`config.mk`:
```
export PLATFORM = sky130hd
export DESIGN_NAME = fpr_wb_ctrl
export DESIGN_NICKNAME = d
export VERILOG_FILES = /design/src/rtl/fpr_pkg.sv /design/src/rtl/fpr_wb_fifo.sv /design/src/rtl/fpr_wb_ctrl.sv
export SDC_FILE = /design/constraint.sdc
export NUM_CORES = 1
export LEC_CHECK = 0
export CORE_ASPECT_RATIO = 1.1
export CORE_MARGIN = 3
export CORE_UTILIZATION = 47
export DETAILED_ROUTE_END_ITERATION = 7
export PLACE_DENSITY = 0.73
export SLEW_MARGIN = 20
export SYNTH_ARGS = -nofsm -noshare
export SYNTH_HDL_FRONTEND = slang
export SYNTH_SLANG_ARGS = --single-unit
```
`constraint.sdc`:
```
create_clock -name clk -period 5.6 [get_ports clk]
set_clock_uncertainty 0.05 [all_clocks]
set_input_delay 0.84 -clock clk [delete_from_list [all_inputs] [get_ports clk]]
set_output_delay 0.84 -clock clk [all_outputs]
set_load 0.01 [all_outputs]
```
`src/rtl/fpr_pkg.sv`:
```
// Shared types and helpers for the FP register-file write-back path.
// Doubles occupy an even/odd register pair: low word in the even register, high word in the odd one.
package fpr_pkg;

  localparam int FPR_ADDR_W = 5;
  localparam int FPR_DATA_W = 32;
  localparam int FPR_NUM    = 32;

  typedef struct packed {
    logic [FPR_ADDR_W-1:0] rd;
    logic                  dbl;
    logic [FPR_DATA_W-1:0] lo;
    logic [FPR_DATA_W-1:0] hi;
  } fpr_wb_entry_t;

  typedef enum logic [1:0] {
    IDLE  = 2'd0,
    WR_LO = 2'd1,
    WR_HI = 2'd2
  } fpr_wb_state_t;

  function automatic logic [FPR_ADDR_W-1:0] fpr_lo_idx(input logic [FPR_ADDR_W-1:0] rd);
    return {rd[FPR_ADDR_W-1:1], 1'b0};
  endfunction

  function automatic logic [FPR_ADDR_W-1:0] fpr_hi_idx(input logic [FPR_ADDR_W-1:0] rd);
    return {rd[FPR_ADDR_W-1:1], 1'b1};
  endfunction

  function automatic logic [FPR_NUM-1:0] fpr_onehot(input logic [FPR_ADDR_W-1:0] idx);
    return FPR_NUM'(1) << idx;
  endfunction

  // Registers a buffered result will eventually write (both halves of the pair for a double).
  function automatic logic [FPR_NUM-1:0] fpr_target_mask(input logic [FPR_ADDR_W-1:0] rd,
                                                         input logic                  dbl);
    if (dbl) begin
      return fpr_onehot(fpr_lo_idx(rd)) | fpr_onehot(fpr_hi_idx(rd));
    end
    return fpr_onehot(rd);
  endfunction

endpackage

```
`src/rtl/fpr_wb_fifo.sv`:
```
// Small synchronous result FIFO; exposes the head plus per-entry destination info so the
// controller can build its pending-write mask without waiting for entries to drain.
module fpr_wb_fifo
  import fpr_pkg::*;
#(
  parameter  int DEPTH = 4,
  localparam int PTR_W = $clog2(DEPTH),
  localparam int CNT_W = PTR_W + 1
) (
  input  logic                  clk,
  input  logic                  reset,
  input  logic                  push,
  input  fpr_wb_entry_t         push_data,
  input  logic                  pop,
  output fpr_wb_entry_t         head,
  output logic [CNT_W-1:0]      count,
  output logic                  full,
  output logic                  empty,
  output logic [DEPTH-1:0]      entry_valid,
  output logic [FPR_ADDR_W-1:0] entry_rd  [DEPTH],
  output logic [DEPTH-1:0]      entry_dbl
);

  fpr_wb_entry_t    mem_reg [DEPTH];
  logic [PTR_W-1:0] wr_ptr_reg;
  logic [PTR_W-1:0] rd_ptr_reg;
  logic [CNT_W-1:0] count_reg;
  logic [CNT_W-1:0] count_next;
  logic             push_en;
  logic             pop_en;

  assign full    = (count_reg == CNT_W'(DEPTH));
  assign empty   = (count_reg == '0);
  assign count   = count_reg;
  assign head    = mem_reg[rd_ptr_reg];
  // A full FIFO refuses a push even when the head leaves on the same edge.
  assign push_en = push && !full;
  assign pop_en  = pop && !empty;

  always_comb begin
    count_next = count_reg;
    case ({push_en, pop_en})
      2'b10:   count_next = count_reg + CNT_W'(1);
      2'b01:   count_next = count_reg - CNT_W'(1);
      default: count_next = count_reg;
    endcase
  end

  always_ff @(posedge clk or negedge reset) begin
    if (!reset) begin
      wr_ptr_reg <= '0;
      rd_ptr_reg <= '0;
      count_reg  <= '0;
    end else begin
      if (push_en) wr_ptr_reg <= wr_ptr_reg + PTR_W'(1);
      if (pop_en)  rd_ptr_reg <= rd_ptr_reg + PTR_W'(1);
      count_reg <= count_next;
    end
  end

  always_ff @(posedge clk) begin
    if (push_en) mem_reg[wr_ptr_reg] <= push_data;
  end

  generate
    for (genvar gi = 0; gi < DEPTH; gi++) begin : g_entry
      logic [PTR_W-1:0] offset;
      assign offset          = PTR_W'(gi) - rd_ptr_reg;
      assign entry_valid[gi] = ({1'b0, offset} < count_reg);
      assign entry_rd[gi]    = mem_reg[gi].rd;
      assign entry_dbl[gi]   = mem_reg[gi].dbl;
    end
  endgenerate

endmodule

```
`src/rtl/fpr_wb_ctrl.sv`:
```
// FP register-file write-back producer: buffers FP unit results and issues one registered
// write per cycle, splitting doubles into lo/hi writes, and publishes pending targets.
module fpr_wb_ctrl
  import fpr_pkg::*;
#(
  parameter int DEPTH  = 4,
  parameter int DATA_W = FPR_DATA_W,
  parameter int ADDR_W = FPR_ADDR_W
) (
  input  logic               clk,
  input  logic               reset,
  input  logic               res_valid,
  output logic               res_ready,
  input  logic [ADDR_W-1:0]  res_rd,
  input  logic               res_dbl,
  input  logic [DATA_W-1:0]  res_lo,
  input  logic [DATA_W-1:0]  res_hi,
  input  logic               hold,
  output logic               regWr,
  output logic [ADDR_W-1:0]  Rw,
  output logic [DATA_W-1:0]  busW,
  output logic [FPR_NUM-1:0] pend_mask,
  output logic               empty
);

  localparam int CNT_W = $clog2(DEPTH) + 1;

  fpr_wb_entry_t          push_data;
  fpr_wb_entry_t          head;
  logic [CNT_W-1:0]       fifo_count;
  logic                   fifo_full;
  logic                   fifo_empty;
  logic                   pop;
  logic [DEPTH-1:0]       entry_valid;
  logic [FPR_ADDR_W-1:0]  entry_rd [DEPTH];
  logic [DEPTH-1:0]       entry_dbl;
  logic [FPR_NUM-1:0]     entry_mask [DEPTH];

  fpr_wb_state_t          state_reg, state_next;
  logic                   regwr_reg, regwr_next;
  logic [ADDR_W-1:0]      rw_reg, rw_next;
  logic [DATA_W-1:0]      busw_reg, busw_next;

  assign push_data = '{rd: res_rd, dbl: res_dbl, lo: res_lo, hi: res_hi};
  assign res_ready = reset && !fifo_full;

  fpr_wb_fifo #(.DEPTH(DEPTH)) u_fifo (
    .clk         (clk),
    .reset       (reset),
    .push        (res_valid && res_ready),
    .push_data   (push_data),
    .pop         (pop),
    .head        (head),
    .count       (fifo_count),
    .full        (fifo_full),
    .empty       (fifo_empty),
    .entry_valid (entry_valid),
    .entry_rd    (entry_rd),
    .entry_dbl   (entry_dbl)
  );

  always_ff @(posedge clk or negedge reset) begin
    if (!reset) begin
      state_reg <= IDLE;
      regwr_reg <= 1'b0;
      rw_reg    <= '0;
      busw_reg  <= '0;
    end else begin
      state_reg <= state_next;
      regwr_reg <= regwr_next;
      rw_reg    <= rw_next;
      busw_reg  <= busw_next;
    end
  end

  // A hold freezes everything except regWr, which drops for the cycle.
  always_comb begin
    state_next = state_reg;
    regwr_next = 1'b0;
    rw_next    = rw_reg;
    busw_next  = busw_reg;
    pop        = 1'b0;
    if (!hold) begin
      case (state_reg)
        IDLE, WR_LO: begin
          if (!fifo_empty) begin
            rw_next    = head.dbl ? fpr_lo_idx(head.rd) : head.rd;
            busw_next  = head.lo;
            regwr_next = 1'b1;
            pop        = !head.dbl;
            state_next = head.dbl ? WR_HI : WR_LO;
          end else begin
            state_next = IDLE;
          end
        end
        WR_HI: begin
          rw_next    = fpr_hi_idx(head.rd);
          busw_next  = head.hi;
          regwr_next = 1'b1;
          pop        = 1'b1;
          state_next = WR_LO;
        end
        default: state_next = IDLE;
      endcase
    end
  end

  generate
    for (genvar gi = 0; gi < DEPTH; gi++) begin : g_mask
      assign entry_mask[gi] = entry_valid[gi] ? fpr_target_mask(entry_rd[gi], entry_dbl[gi])
                                              : '0;
    end
  endgenerate

  // A double's head entry stays in the FIFO until its hi write issues, so both bits stay set.
  always_comb begin
    pend_mask = '0;
    for (int i = 0; i < DEPTH; i++) begin
      pend_mask = pend_mask | entry_mask[i];
    end
    if (regwr_reg)          pend_mask = pend_mask | fpr_onehot(rw_reg);
    if (state_reg == WR_HI) pend_mask = pend_mask | fpr_onehot(fpr_hi_idx(head.rd));
  end

  assign regWr = regwr_reg;
  assign Rw    = rw_reg;
  assign busW  = busw_reg;
  assign empty = (fifo_count == '0) && !regwr_reg && (state_reg != WR_HI);

endmodule

```
# Word-level counts from Yosys, hierarchy flattened
# Memory sizes are Yosys's and may differ from the RTL's.
# Index checks and enable logic that the tools add are counted.
# totals
mem_count	1
output_inout_bits	72
inputBits	74
regBits	47
word_cells	102
mem_bits_rw	280
# memory_table
name	depth	width	rd	rd_ports_with_merged_regs	wr	line_no	source
u_fifo.mem_reg	4	70	5	0	1	fpr_wb_fifo.sv:24	fpr_wb_entry_t mem_reg [DEPTH];
# op_classes
shifts	14
reduce_logical	16
eq_ne	7
bitwise_logic	10
n_lt_le_gt_ge	4
muxes	35
n_addsub	8
# ops
operator	count
2-to-1 mux 32 bit	15
<< shifter 1 x 5 -> 32 bit, first input constant	14
OR 32 bit	9
case mux 32 bit (2 select lines)	1
less-than comparator 2 x 3 -> 1 bit	4
2-to-1 mux 1 bit	11
case mux 5 bit (2 select lines)	1
logical AND 1 bit	6
case mux 3 bit (2 select lines)	1
2-to-1 mux 5 bit	1
adder 2 x 1 -> 2 bit, second input constant	2
equality test 2 x 1 -> 1 bit, second input constant	2
equality test 2 bit, second input constant	2
zero test 1 bit	4
2-to-1 mux 2 bit	2
inequality test 2 bit, second input constant	2
case mux 1 bit (2 select lines)	2
case mux 2 bit (2 select lines)	1
nonzero test 2 bit	2
subtractor 1 x 2 -> 2 bit, first input constant	2
subtractor 2 bit, first input constant	2
adder 3 x 1 -> 3 bit, second input constant	1
equality test 3 bit, second input constant	1
zero test 3 bit	1
other kinds (5)	5

# Logic depth before layout (Yosys ltp)
# Gate-level depths: netlist (run 1).
# depth
depth_word	12
depth_mapped	12
mapped_depth_nobuf	10

# Modules after synthesis
# Synthesis (run 1) repeated with hierarchy kept, for this count alone.
# hier_totals
cells_unflattened	852
area_unflattened_um2	14177.3
# modules_own_cells
module	seq_area_each_um2	cells_per_inst	area_each_um2	instances
fpr_wb_fifo	8583.2	447	10875.4	1
fpr_wb_ctrl	1001.0	405	3301.9	1

# Worst setup path after synthesis (run 1)
# OpenSTA, ideal clock, no wires.
# synth_timing
kind	input -> register
startpoint	input reset
endpoint	memory u_fifo.mem_reg[0][0] in the netlist's numbering, enable pin
path_slack_ns	2.122
t_arrival_ns	2.992
path_buffers	0
t_required_ns	5.114
cell_stages	3
setup_ns	0.436
cell_sequence	inv_1 a31oi_1 and3_1
# synth_between
elab_chain_cells	5
# synth_lines
element	line_no	source
start: declaration	fpr_wb_ctrl.sv:11	input logic reset,
logical AND 1 bit	fpr_wb_ctrl.sv:45	assign res_ready = reset && !fifo_full;
net res_ready	fpr_wb_ctrl.sv:13	output logic res_ready,
logical AND 1 bit	fpr_wb_ctrl.sv:50	.push (res_valid && res_ready),
logical AND 1 bit	fpr_wb_fifo.sv:37	assign push_en = push && !full;
2-to-1 mux 1 bit	fpr_wb_fifo.sv:62	if (push_en) mem_reg[wr_ptr_reg] <= push_data;
2-to-1 mux 1 bit (implied by the code)	fpr_wb_fifo.sv:62	
end: declaration	fpr_wb_fifo.sv:24	
# The timed path passes the listed nets, and every way through them passes these cells.

# Worst setup path in the final report (run 1)
# layout_timing
startpoint	register u_fifo.rd_ptr_reg[0]
endpoint	output pend_mask[22]
# layout_between
elab_chain_cells	10
word_cells_on_any_way	21
classes_between	4 x add/sub; 4 x order compare; 1 x shift; 6 x mux; 5 x bitwise; 1 x memory
# layout_lines
element	line_no	source
start: declaration	fpr_wb_fifo.sv:26	logic [PTR_W-1:0] rd_ptr_reg;
start signal: assignment	fpr_wb_fifo.sv:56	if (pop_en) rd_ptr_reg <= rd_ptr_reg + PTR_W'(1);
subtractor 1 x 2 -> 2 bit	fpr_wb_fifo.sv:68	assign offset = PTR_W'(gi) - rd_ptr_reg;
less-than comparator 2 x 3 -> 1 bit	fpr_wb_fifo.sv:69	assign entry_valid[gi] = ({1'b0, offset} < count_reg);
2-to-1 mux 32 bit	fpr_wb_ctrl.sv:110	assign entry_mask[gi] = entry_valid[gi] ? fpr_target_mask(entry_rd[gi], entry_dbl[gi])
OR 32 bit (3 in series)	fpr_wb_ctrl.sv:119	pend_mask = pend_mask | entry_mask[i];
OR 32 bit	fpr_wb_ctrl.sv:121	if (regwr_reg) pend_mask = pend_mask | fpr_onehot(rw_reg);
2-to-1 mux 32 bit	fpr_wb_ctrl.sv:121	
OR 32 bit	fpr_wb_ctrl.sv:122	if (state_reg == WR_HI) pend_mask = pend_mask | fpr_onehot(fpr_hi_idx(head.rd));
2-to-1 mux 32 bit (*)	fpr_wb_ctrl.sv:122	
end: declaration	fpr_wb_ctrl.sv:22	output logic [FPR_NUM-1:0] pend_mask,
# Mark *: on every way between the ends. The rest lies on a longest branch, timed or not.

==> results of run 1 <==
==> metrics by stage <==
stage               total power (W)  std cells  setup slack (ps)
floorplan                   0.00526        884              2120
global placement            0.00633       1368              1410
detailed placement          0.00636       1368              1400
CTS                         0.00829       1423               813
global route                0.00869       1428               639
finish                      0.00822       1429               921
==> path summary, 6_finish.rpt <==
kind / depth (start not counted) / end / slack (ps) / startpoint
worst max-delay path: 9 / pend_mask[22] / 920 / u_fifo.rd_ptr_reg[0]
worst min-delay path: 2 / busW[10] / 430 / busW[10]
worst max register to register: 9 / u_fifo.count[2] / 2380 / u_fifo.rd_ptr_reg[0]
worst min register to register: 2 / busW[10] / 430 / busW[10]
max in group asynchronous: 2 / u_fifo.rd_ptr_reg[0] / 4460 / reset
min in group asynchronous: 2 / busW[31] / 460 / reset
==> layout by cell type (no fill, tap or decap), types with 5 or more instances in the layout <==
cell type / n
nor2b_1: 11
inv_1: 14
a22oi_1: 15
edfxtp_1: 280
nand2_1: 83
clkinv_2: 7
nor3b_1: 8
nor4_1: 5
o22ai_1: 5
mux4_2: 70
clkbuf_16: 31
or3_1: 5
clkinv_1: 5
a31oi_1: 6
o21ai_0: 37
buf_4: 6
clkbuf_1: 5
mux2i_1: 36
nand3_1: 24
ha_1: 9
a21oi_1: 13
nor2_1: 43
dfrtp_1: 45
nor3_1: 25
a221oi_1: 21
clkdlybuf4s50_1: 144
nor3b_2: 5
nand2b_1: 17
==> final cells by class <==
type | instances | area, sq um
clock inverters | 16 | 109
well taps | 374 | 468
clock buffers | 39 | 836
multi-input cells | 501 | 4350
diodes | 2 | 5.00
inverters | 15 | 56.3
fillers | 2276 | 12700
repair buffers | 155 | 1580
flip-flops and latches | 327 | 9590
==> cells by family (layout without fill, tap and decap cells) <==
group,count (synthesis),count (layout)
AO/OA/AOI/OAI,119,119
other,0,2
adder cells (fa/ha/maj),10,10
flip-flops,327,327
buffers and inverters,56,225
multiplexers,106,106
XOR/XNOR,7,7
AND/OR/NAND/NOR,259,259
==> worst reg2reg max path, cell delays in order (launching register included) <==
cell,delay (ps)
dfrtp_4,920
mux4_2,660
nor2b_4,160
nor3_4,280
ha_1,230
inv_1,60
fa_1,370
xor2_1,150
nor2_1,110
xor2_1,150
==> power by group <==
part | switching (W) | total [W] | internal, W | leakage, nW
clock | 0.000836 | 0.00193 | 0.00110 | 0.468
sequential | 0.000376 | 0.00343 | 0.00305 | 3.11
combinational | 0.00148 | 0.00286 | 0.00138 | 2.29
==> layer usage <==
layer	vias up	part of all wire [%]	GRT usage, %
met2	289	50	35.8
met1	4299	41	27.7
li1	3804	-	-
met5	-	0.076	0
met3	81	5.4	3.58
met4	4	4.3	8.70
==> flow_summary.ini, run 1 <==
[synth]
async_flop_share_pct = 14.4
syn_area_sq_um = 14200
syn-num-nets = 968
synth.area.top_cells = edfxtp_1 (59%), mux4_2 (11%), dfrtp_1 (8.3%)
synth_edf_count = 280
yosysTopAreaCellShare_pct = 59.3
synthSimpleGateAreaFrac_pct = 9.70
ys_ff_latch = 327
post_synth.cell_area_avg_sq_um = 16.0
ys_warn_count = 0
dominantRegCellSynth = edfxtp_1
synth_adder_area_share_pct = 0.936
synth_commonest_cells = edfxtp_1 (280), nand2_1 (83), mux4_2 (70)
synth.largest_area_cell = edfxtp_1
netlist_instances = 884
netlist-cell-type-count = 55
synthMuxAreaShare_pct = 13.7
synth_compound_area_share_pct = 5.74
synth_top_family_by_area = multiplexers
yosys.cell_count.top_type = edfxtp_1
seq_area_frac_synth_pct = 67.6
synthXorXnorAreaFrac_pct = 0.433

[drt]
drc = 0
vias_per_cell = 5.93
via_count = 8477
first_pass_iters = 6
drt-wirelength-per-cell_microns = 24.1
antenna_left = 0
drt_wl_total_microns = 34400
drtIter0Drc = 704

[setup_path]
crit_buf_inv = 2
crit_family = flip-flops
crit_path_end_kind = output pin
required_ps = 4710
cp_data_arrival_time_ps = 3790
critPathMaxStageDelay_ps = 920
cp-start-kind = flip-flop
crit_type = flip-flop to output pin
crit_fanout = 41
critPathSlowestCell = dfrtp_4
cp_cell_sequence = xnor2_1 > inv_1 > ha_1 > nand2b_1 > o22ai_2 > nor3b_2 > a211oi_1 > o21ai_0 > clkdlybuf4s50_1

[finish]
final_cell_area_sq_um = 17000
final_nets = 1114
largest_reg_flops = 280
post-route-util_pct = 57.3
drive_above_1_share_pct = 14.8
syn_to_final_growth_pct = 19.9

[sta]
worst_pin_slew_ps = 1020
post-route-period-util_pct = 83.6
drv_slew = 0
max_freq_ghz = 0.214
setup_viol = 0
fin_crit_ps = 4680
hold_violations = 0
rsz0062_at_grt = no
fin_setup_tns_ps = 0
whs_ps = 428
slew-limit-headroom_pct = 31.7

[clock_tree]
path_clk_slew_ps = 60
cts-hold-fix-buffers = 0
postCtsSetupBuffers = 0
cts_root_buffer = clkbuf_16
cts_buffers = 30
clk_latency_ps = 540
cts_tree = yes
cts_resized = 0
cts_buffer_depth = 3
cts.sinks = 327
htreeDepth = 1

[floorplan]
dieArea_sq_um = 32300
start_util_pct = 47.8
dieWidth_microns = 172
dieHeight_microns = 188
coreArea_sq_um = 29600
rows = 66
io_pins = 146

[power_and_ir_drop]
power_density_nw_per_um2 = 484
ir_drop_mv = 0.305
leakage_nw = 5.86

[run_status]
status = completed

[job]
drv_cap = 0

[placed_design]
port_buffers = 145
gp_congestion = 0.959
dpl_cell_area_sq_um = 16000
place_hpwl_microns = 22800

[grt]
grt_antenna_before_repair = 3
grt_max_degree = 71
grt_pass1_wl_microns = 52600
grt.total_usage_pct = 21.4
overflow = 0
grt_pass1_vias = 9025

[min_path]
min_path_type = flip-flop to flip-flop
Power figures use the tool's default switching activity.
==> inputs of run 2 (changes only) <==
--- a/config.mk
+++ b/config.mk
@@ -9,7 +9,7 @@
 export CORE_MARGIN = 3
 export CORE_UTILIZATION = 47
 export DETAILED_ROUTE_END_ITERATION = 7
-export PLACE_DENSITY = 0.73
+export PLACE_DENSITY = 0.76
 export SLEW_MARGIN = 20
 export SYNTH_ARGS = -nofsm -noshare
 export SYNTH_HDL_FRONTEND = slang
==> constraint.sdc (replaced) <==
create_clock -name clk -period 4.3 [get_ports clk]
set_clock_uncertainty 0.05 [all_clocks]
set_input_delay 0.645 -clock clk [delete_from_list [all_inputs] [get_ports clk]]
set_output_delay 0.645 -clock clk [all_outputs]
set_load 0.01 [all_outputs]
==> run 2 against run 1 <==
Net effect:
- utilization up 0.29 points
- total power up 33%
- routed wire length up 2.4%
- critical path depth down 1
- sequential cell count unchanged
- largest power group unchanged
==> flow_summary.ini, run 2 (synthesized netlist as in run 1, its figures left out) <==
[sta]
slew-limit-headroom_pct = 27.2
setup_viol = 0
drv_slew = 0
max_freq_ghz = 0.241
post-route-period-util_pct = 96.4
rsz0062_at_grt = no
hold_violations = 0
fin_setup_tns_ps = 0
worst_pin_slew_ps = 1090
fin_crit_ps = 4140
setup_slack_ps = 156

[setup_path]
cp_cell_sequence = xnor2_1 > ha_1 > nand2b_1 > o22ai_2 > nor4_1 > a32oi_1 > nand2_1 > clkdlybuf4s50_1
crit_path_end_kind = output pin
reg2regPathDepth = 5
r2r_slack_ps = 1310
required_ps = 3610
cp-start-kind = flip-flop
crit_start = u_fifo.rd_ptr_reg[0]
critPathSlowestCell = nor4_1
crit_family = simple AND/OR/NAND/NOR gates
crit_type = flip-flop to output pin
r2r-start = u_fifo.rd_ptr_reg[0]
crit_buf_inv = 1
critPathMaxStageDelay_ps = 670
r2r-end = busW[29]
cp_data_arrival_time_ps = 3450
crit_fanout = 21

[drt]
via_count = 8569
drtIter0Drc = 683
vias_per_cell = 5.96
drt_wl_total_microns = 35300
drc = 0
first_pass_iters = 7
drt-wirelength-per-cell_microns = 24.5
antenna_left = 0

[grt]
grt_antenna_before_repair = 2
grt_pass1_wl_microns = 53800
grt_max_degree = 71
grt_pass1_vias = 9172
grt.total_usage_pct = 21.9
overflow = 0

[power_and_ir_drop]
power_w = 0.0109
ir_drop_mv = 0.424
leakage_nw = 5.92
power_density_nw_per_um2 = 638

[finish]
final_common_cell = edfxtp_1
drive_above_1_share_pct = 15.3
final_nets = 1124
final_cell_mix = edfxtp_1 (280), clkdlybuf4s50_1 (144), nand2_1 (83), mux4_2 (70), dfrtp_1 (45)
post-route-util_pct = 57.6
final_cell_area_sq_um = 17100
largest_reg_flops = 280
syn_to_final_growth_pct = 20.6

[min_path]
min_path_type = primary input to async pin

[placed_design]
place_ws_ps = 722
port_buffers = 145
place_hpwl_microns = 23700
dpl_cell_area_sq_um = 16100
gp_congestion = 0.934

[clock_tree]
cts.sinks = 327
cts_buffer_depth = 3
cts-hold-fix-buffers = 0
htreeDepth = 1
cts_root_buffer = clkbuf_16
clk_latency_ps = 530
cts_tree = yes
path_clk_slew_ps = 60
cts_buffers = 29

[floorplan]
dieArea_sq_um = 32300
start_util_pct = 47.8
coreArea_sq_um = 29600
dieWidth_microns = 172
rows = 66
io_pins = 146
dieHeight_microns = 188

[job]
drv_cap = 0

[run_status]
status = completed
==> run 2: changes by cell type in the layout (fill, tap and decap cells not counted) <==
cell / before / now
clkbuf_16: 31 / 29
buf_12: 3 / 1
nor3b_4: 0 / 1
buf_4: 6 / 19
bufinv_16: 1 / 5
clkbuf_8: 3 / 1
inv_6: 2 / 0
clkinv_1: 5 / 0
nor3b_2: 5 / 4
clkinv_2: 7 / 5
clkbuf_1: 5 / 12
==> run 2: layout make-up <==
class	count	area, sq um
fill	2265	12600
sequential	327	9590
multi-input combinational	501	4350
timing repair buffer	166	1640
clock buffer	42	785
tap	374	468
clock inverter	11	183
inverter	15	56.3
antenna	2	5.00
==> run 2: worst max-delay path by stage <==
stage	depth (start not counted)	to	slack, ps
after global routing	9	pend_mask[29]	8
after floorplan	3	u_fifo.mem_reg[0][0]	1020
after CTS	9	pend_mask[20]	140
after detailed placement	9	pend_mask[20]	720
final	8	pend_mask[6]	160
after global placement	10	pend_mask[9]	710
==> run 2: timing repair <==
| action | in CTS | in global routing |
|---|---|---|
| buffers inserted | 0 | 0 |
| endpoints found under the setup margin | 0 | 5 |
| gates resized for setup | 0 | 1 |
==> run 2: report_power, final <==
group	leakage (nW)	total, W	internal, W	switching [W]
clock	0.469	0.00263	0.00156	0.00106
sequential	3.11	0.00439	0.00398	0.000411
combinational	2.34	0.00389	0.00184	0.00205
==> run 2: metal layers <==
metal | wire [microns] | share of wire [%] | vias up | global-route usage [%]
li1 | - | - | 3815 | -
met1 | 13200 | 38 | 4321 | 26.9
met2 | 18300 | 52 | 344 | 38.4
met3 | 2260 | 6.4 | 87 | 3.39
met4 | 1480 | 4.2 | 2 | 9.01
met5 | 13 | 0.037 | - | 0
==> run 2: per-stage QoR <==
step | hold WS [ps] | cells
after floorplan | 299 | 884
after global placement | 414 | 1382
after detailed placement | 423 | 1382
after CTS | 247 | 1435
after global routing | 265 | 1437
final | 220 | 1438
==> inputs of run 3 (changes only) <==
--- a/config.mk
+++ b/config.mk
@@ -5,6 +5,7 @@
 export SDC_FILE = /design/constraint.sdc
 export NUM_CORES = 1
 export LEC_CHECK = 0
+export CAP_MARGIN = 20
 export CORE_ASPECT_RATIO = 1.1
 export CORE_MARGIN = 3
 export CORE_UTILIZATION = 47
==> results of run 3 <==
Final layout, timing and power as in run 2 (identical DEF).
